==> src/rtl/regfile_pkg.sv <==
`default_nettype none
// ============================================================================
//  Module   : regfile_pkg
//  Purpose  : Shared default dimensions for the 16x16 register file and its
//             read-port multiplexers.
//  Contents : c_DATA_W - default register width in bits
//             c_ADDR_W - default address width in bits
//             c_DEPTH  - default register count (always 2**c_ADDR_W)
//  Revision : 1.0 - initial release
// ============================================================================
package regfile_pkg;

   localparam int c_DATA_W = 16;
   localparam int c_ADDR_W = 4;
   localparam int c_DEPTH  = 2 ** c_ADDR_W;

endpackage : regfile_pkg
`default_nettype wire

==> src/rtl/regfile_read_mux.sv <==
`default_nettype none
// ============================================================================
//  Module   : regfile_read_mux
//  Purpose  : Purely combinational DEPTH:1 multiplexer. It selects one
//             register word from the flattened storage array. Because DEPTH is
//             2**ADDR_W, every select value maps to a real register.
//  Ports    : i_regs [DEPTH][DATA_W] - full register array contents
//             i_sel  [ADDR_W]        - register index to read
//             o_data [DATA_W]        - selected register word
//  Revision : 1.0 - initial release
// ============================================================================
module regfile_read_mux
   import regfile_pkg::*;
#(
   parameter int DATA_W = c_DATA_W,
   parameter int ADDR_W = c_ADDR_W,
   parameter int DEPTH  = c_DEPTH
) (
   input  logic [DEPTH-1:0][DATA_W-1:0] i_regs,
   input  logic [ADDR_W-1:0]            i_sel,
   output logic [DATA_W-1:0]            o_data
);

   assign o_data = i_regs[i_sel];

endmodule : regfile_read_mux
`default_nettype wire

==> src/rtl/register_file_16x16.sv <==
`default_nettype none
// ============================================================================
//  Module   : register_file_16x16
//  Purpose  : DEPTH x DATA_W register file with one synchronous write port and
//             two combinational, zero-latency read ports. Synchronous
//             active-high reset clears every register and overrides a write in
//             the same cycle. A write does not bypass to the read ports. A read
//             of the register being written returns the old contents until the
//             edge.
//  Ports    : clk    - clock, all state changes on its rising edge
//             rst    - synchronous active-high reset
//             we     - write enable
//             waddr  - write address
//             wdata  - write data
//             raddr1 - read address, port 1
//             raddr2 - read address, port 2
//             rdata1 - read data, port 1
//             rdata2 - read data, port 2
//  Revision : 1.0 - initial release
// ============================================================================
module register_file_16x16
   import regfile_pkg::*;
#(
   parameter int DATA_W = c_DATA_W,
   parameter int DEPTH  = c_DEPTH,
   parameter int ADDR_W = c_ADDR_W
) (
   input  logic              clk,
   input  logic              rst,
   input  logic              we,
   input  logic [ADDR_W-1:0] waddr,
   input  logic [DATA_W-1:0] wdata,
   input  logic [ADDR_W-1:0] raddr1,
   input  logic [ADDR_W-1:0] raddr2,
   output logic [DATA_W-1:0] rdata1,
   output logic [DATA_W-1:0] rdata2
);

   // Storage array. Index 0 is an ordinary register, not a hardwired zero.
   logic [DEPTH-1:0][DATA_W-1:0] r_regs;

   // Reset is tested first, so it wins over a simultaneous write.
   always_ff @(posedge clk) begin
      if (rst) begin
         r_regs <= '0;
      end else if (we) begin
         r_regs[waddr] <= wdata;
      end
   end

   // Read ports see only the registered array. As a result, a write becomes
   // visible on the read ports only after the clock edge.
   regfile_read_mux #(
      .DATA_W (DATA_W),
      .ADDR_W (ADDR_W),
      .DEPTH  (DEPTH)
   ) u_rd_mux1 (
      .i_regs (r_regs),
      .i_sel  (raddr1),
      .o_data (rdata1)
   );

   regfile_read_mux #(
      .DATA_W (DATA_W),
      .ADDR_W (ADDR_W),
      .DEPTH  (DEPTH)
   ) u_rd_mux2 (
      .i_regs (r_regs),
      .i_sel  (raddr2),
      .o_data (rdata2)
   );

endmodule : register_file_16x16
`default_nettype wire

==> config.mk <==
export PLATFORM = sky130hd
export DESIGN_NAME = register_file_16x16
export DESIGN_NICKNAME = d
export VERILOG_FILES = /design/src/rtl/regfile_pkg.sv /design/src/rtl/regfile_read_mux.sv /design/src/rtl/register_file_16x16.sv
export SDC_FILE = /design/constraint.sdc
export NUM_CORES = 1
export LEC_CHECK = 0
export ABC_CLOCK_PERIOD_IN_PS = 4600
export BUFFER_PORTS_ARGS = -buffer_cell sky130_fd_sc_hd__buf_2
export CAP_MARGIN = 5
export CORE_MARGIN = 3
export CORE_UTILIZATION = 45
export CTS_BUF_LIST = sky130_fd_sc_hd__clkbuf_8
export DETAILED_ROUTE_END_ITERATION = 10
export PLACE_DENSITY = 0.62
export SKIP_LAST_GASP = 1
export SLEW_MARGIN = 20
export SYNTH_ARGS = -nofsm -noshare
export SYNTH_HDL_FRONTEND = slang
export SYNTH_SLANG_ARGS = --single-unit
==> constraint.sdc <==
create_clock -name clk -period 4.6 [get_ports clk]
set_input_delay 0.92 -clock clk [delete_from_list [all_inputs] [get_ports clk]]
set_output_delay 0.92 -clock clk [all_outputs]
set_load 0.02 [all_outputs]
==> metrics.txt <==
# TYPE chip_impl_metric gauge
chip_impl_metric{name="seq_area",unit="um^2"} 5125
chip_impl_metric{name="finalCritPeriodShare",unit=""} 0.8030
chip_impl_metric{name="ys_ff_latch",unit=""} 256
chip_impl_metric{name="route.vias.total",unit=""} 13060
chip_impl_metric{name="timing.final.hold_violations",unit=""} 0
chip_impl_metric{name="clkLatencyLatePin",unit="ps"} 550
chip_impl_metric{name="area_growth",unit="%"} 8.796
chip_impl_metric{name="postSynthAreaPerCell",unit="um^2"} 9.276
chip_impl_info{name="clockRootBuffer",value="clkbuf_8"} 1
chip_impl_info{name="regMostFlops",value="r_regs"} 1
chip_impl_metric{name="crit_path_max_fanout",unit=""} 24
chip_impl_metric{name="die_width",unit="um"} 181.6
chip_impl_metric{name="largest_register_ff_count",unit=""} 256
chip_impl_info{name="area_contributors_post_synth",value="dfxtp_1 (37%), mux4_2 (16%), nand3_1 (9.3%)"} 1
chip_impl_metric{name="leak_pwr",unit="nW"} 5.125
chip_impl_metric{name="netlist.area_leader.share",unit=""} 0.3695
chip_impl_metric{name="fmaxAchievable",unit="GHz"} 0.2707
chip_impl_info{name="synth_area_leader_cell",value="dfxtp_1"} 1
chip_impl_metric{name="floorplan.initialDensity",unit=""} 0.4618
chip_impl_metric{name="layout-drive-gt1-share",unit=""} 0.2042
chip_impl_metric{name="setup_violators_final",unit=""} 0
chip_impl_metric{name="critPathArrivalTime",unit="ps"} 2770
chip_impl_metric{name="synth_cell_type_count",unit=""} 25
chip_impl_metric{name="drt_wl_total",unit="um"} 50900
chip_impl_metric{name="first_iter_violations",unit=""} 1662
chip_impl_info{name="run_status",value="finished clean"} 1
chip_impl_info{name="top_layer",value="met5"} 1
chip_impl_metric{name="cts.hold.buffers_added",unit=""} 0
chip_impl_metric{name="cts.sink_count",unit=""} 256
chip_impl_metric{name="place.detailed.hpwl",unit="um"} 26940
chip_impl_metric{name="detailedRoute.firstPassIterationCount",unit=""} 5
chip_impl_info{name="crit_path_end_kind",value="output pin"} 1
chip_impl_metric{name="cts_buffers",unit=""} 46
chip_impl_metric{name="syn_nets",unit=""} 1526
chip_impl_metric{name="wl_per_cell",unit="um"} 27.23
chip_impl_metric{name="drc",unit=""} 0
chip_impl_info{name="critical_path_class",value="in2out"} 1
chip_impl_info{name="class_of_the_tightest_hold_or_removal_check",value="reg2reg"} 1
chip_impl_metric{name="powerDensity",unit="nW/um^2"} 334.0
chip_impl_info{name="start_kind",value="input pin"} 1
chip_impl_metric{name="grt.total_usage",unit=""} 0.2986
chip_impl_metric{name="grt_start_max_net_pins",unit=""} 110
chip_impl_metric{name="final-max-slew-violation-count",unit=""} 0
chip_impl_metric{name="sum_of_routed_wire_segments_on_met1",unit="um"} 19570
chip_impl_metric{name="via_per_inst",unit=""} 6.986
chip_impl_metric{name="path_clk_slew",unit="ps"} 60
chip_impl_metric{name="postCtsSetupBuffers",unit=""} 0
chip_impl_metric{name="yosysWarningCount",unit=""} 0
chip_impl_metric{name="met2RoutedLength",unit="um"} 23450
chip_impl_metric{name="netlist_instances",unit=""} 1495
chip_impl_info{name="rsz0062_at_grt",value="false"} 1
chip_impl_metric{name="worst-slew-pin-transition",unit="ps"} 1140
chip_impl_info{name="tritoncts",value="done"} 1
chip_impl_metric{name="rows",unit=""} 63
chip_impl_metric{name="io-pin-count",unit=""} 63
chip_impl_metric{name="maxSlewHeadroom",unit=""} 0.2403
chip_impl_metric{name="cp.required",unit="ps"} 3680
chip_impl_metric{name="drv.max_cap_violation_count",unit=""} 0
chip_impl_metric{name="clock_tree.htree_level_count",unit=""} 2
chip_impl_metric{name="routed-wl-met3",unit="um"} 5667
chip_impl_metric{name="std_cell_core_area",unit="um^2"} 30030
chip_impl_metric{name="final_net_count",unit=""} 1471
chip_impl_metric{name="post_cts_resized",unit=""} 0
chip_impl_metric{name="globalRouteOverflowTotal",unit=""} 0
chip_impl_metric{name="multi_input_comb_area",unit="um^2"} 7716
chip_impl_metric{name="totalNegativeSetupSlack",unit="ps"} 0
chip_impl_metric{name="place_congestion",unit=""} 0.8355
chip_impl_metric{name="grt_pass1_wl",unit="um"} 76700
chip_impl_metric{name="grt_pass1_vias",unit=""} 12560
chip_impl_metric{name="postRouteAntennaNets",unit=""} 0
chip_impl_info{name="reg_top3",value="r_regs: 256 flops"} 1
chip_impl_metric{name="finalWorstPathRequiredPeriod",unit="ps"} 3694
chip_impl_metric{name="post_synth_design_cell_area",unit="um^2"} 13870
chip_impl_metric{name="grt_antenna_before_repair",unit=""} 6
chip_impl_metric{name="num-fill-cells",unit=""} 2730
chip_impl_metric{name="peakVddDrop",unit="V"} 0.0002049
chip_impl_metric{name="synth-seq-area-share",unit=""} 0.3695
chip_impl_metric{name="ctsLongestPathBuffers",unit=""} 3
chip_impl_metric{name="die_area",unit="um^2"} 32960
chip_impl_metric{name="holdWs",unit="ps"} 486.3
chip_impl_metric{name="number_of_buffers_inserted_by_port_buffering",unit=""} 62
chip_impl_metric{name="die_y",unit="um"} 181.6
chip_impl_metric{name="fin_worst_skew",unit="ps"} 0
per-layer routing:
metal	global-route usage	up-vias
li1	-	5544
met1	0.4033	6473
met2	0.4553	868
met3	0.07031	169
met4	0.1392	2
met5	0	-
kinds of logic after synthesis:
kind of cell,after synthesis,synth area share
simple gates,320,0.1180
compound gates,576,0.2194
buf+inv,215,0.07732
mux,128,0.2157
flops,256,0.3695
final cells by class:
type / instances / share of cell area
Sequential cell: 256 / 0.3397
Tap cell: 390 / 0.03234
Multi-Input combinational cell: 1024 / 0.5114
Clock buffer: 63 / 0.05747
Timing Repair Buffer: 112 / 0.05233
Clock inverter: 19 / 0.005971
Antenna cell: 5 / 0.0008293
power breakdown:
part | total, mW | switching, mW | internal [mW]
logic | 0.554 | 0.407 | 0.148
clock network | 2.22 | 1.00 | 1.22
registers | 2.27 | 0.0192 | 2.25
total | 5.04 | 1.43 | 3.61
synth_stat cells, drive strengths merged:
master and n:
nor2b 6, o21ai 256, nor3b 2, nor2 3
nand2 33, or2 1, and3b 4, a22oi 64
buf 93, a21oi 256, nand2b 2, mux4 128
nand3 258, or3b 2, clkbuf 122, nand3b 4
and3 2, and2 3, dfxtp 256
worst max-delay path: stages:
cell and delay, ps:
buf_4 410, buf_4 360, mux4_2 530, a22oi_1 190, nand2_1 150, buf_2 200
cell usage in the layout, fill, tap and decap left out, types with 3 or more instances in the layout:
cell type	instances
nand3_1	258
a21oi_1	256
dfxtp_1	256
o21ai_0	247
mux4_2	99
a22oi_1	64
clkbuf_8	63
buf_2	57
buf_4	47
nand2_1	32
mux4_1	29
inv_1	10
o21ai_1	9
clkinv_2	7
buf_12	7
diode_2	5
nor2b_2	4
nand3b_1	4
and3b_1	3
final timing paths:
kind / from / endpoint / slack, ps / depth (start not counted)
hold / removal: r_regs[208]$_SDFFE_PP0P_ / r_regs[208]$_SDFFE_PP0P_ / 490 / 2
setup / recovery: raddr2[0] / rdata2[11] / 910 / 6
setup reg to reg: r_regs[80]$_SDFFE_PP0P_ / r_regs[80]$_SDFFE_PP0P_ / 3850 / 2
hold reg to reg: r_regs[208]$_SDFFE_PP0P_ / r_regs[208]$_SDFFE_PP0P_ / 490 / 2
stage by stage:
stage / worst slack (ps) / instance area, um^2 / util / power, mW / std cells
CTS: 928.3 / 15080 / 0.5020 / 5.043 / 1864
floorplan: 1598 / 13870 / - / 2.666 / 1495
detailed placement: 932.1 / 14120 / 0.4701 / 2.851 / 1782
global placement: 917.6 / 14120 / 0.4701 / 2.847 / 1782
finish: 906.0 / 15090 / 0.5024 / 5.039 / 1869
global route: 786.3 / 15090 / 0.5023 / 5.183 / 1868
(Power assumes the default switching activity.)
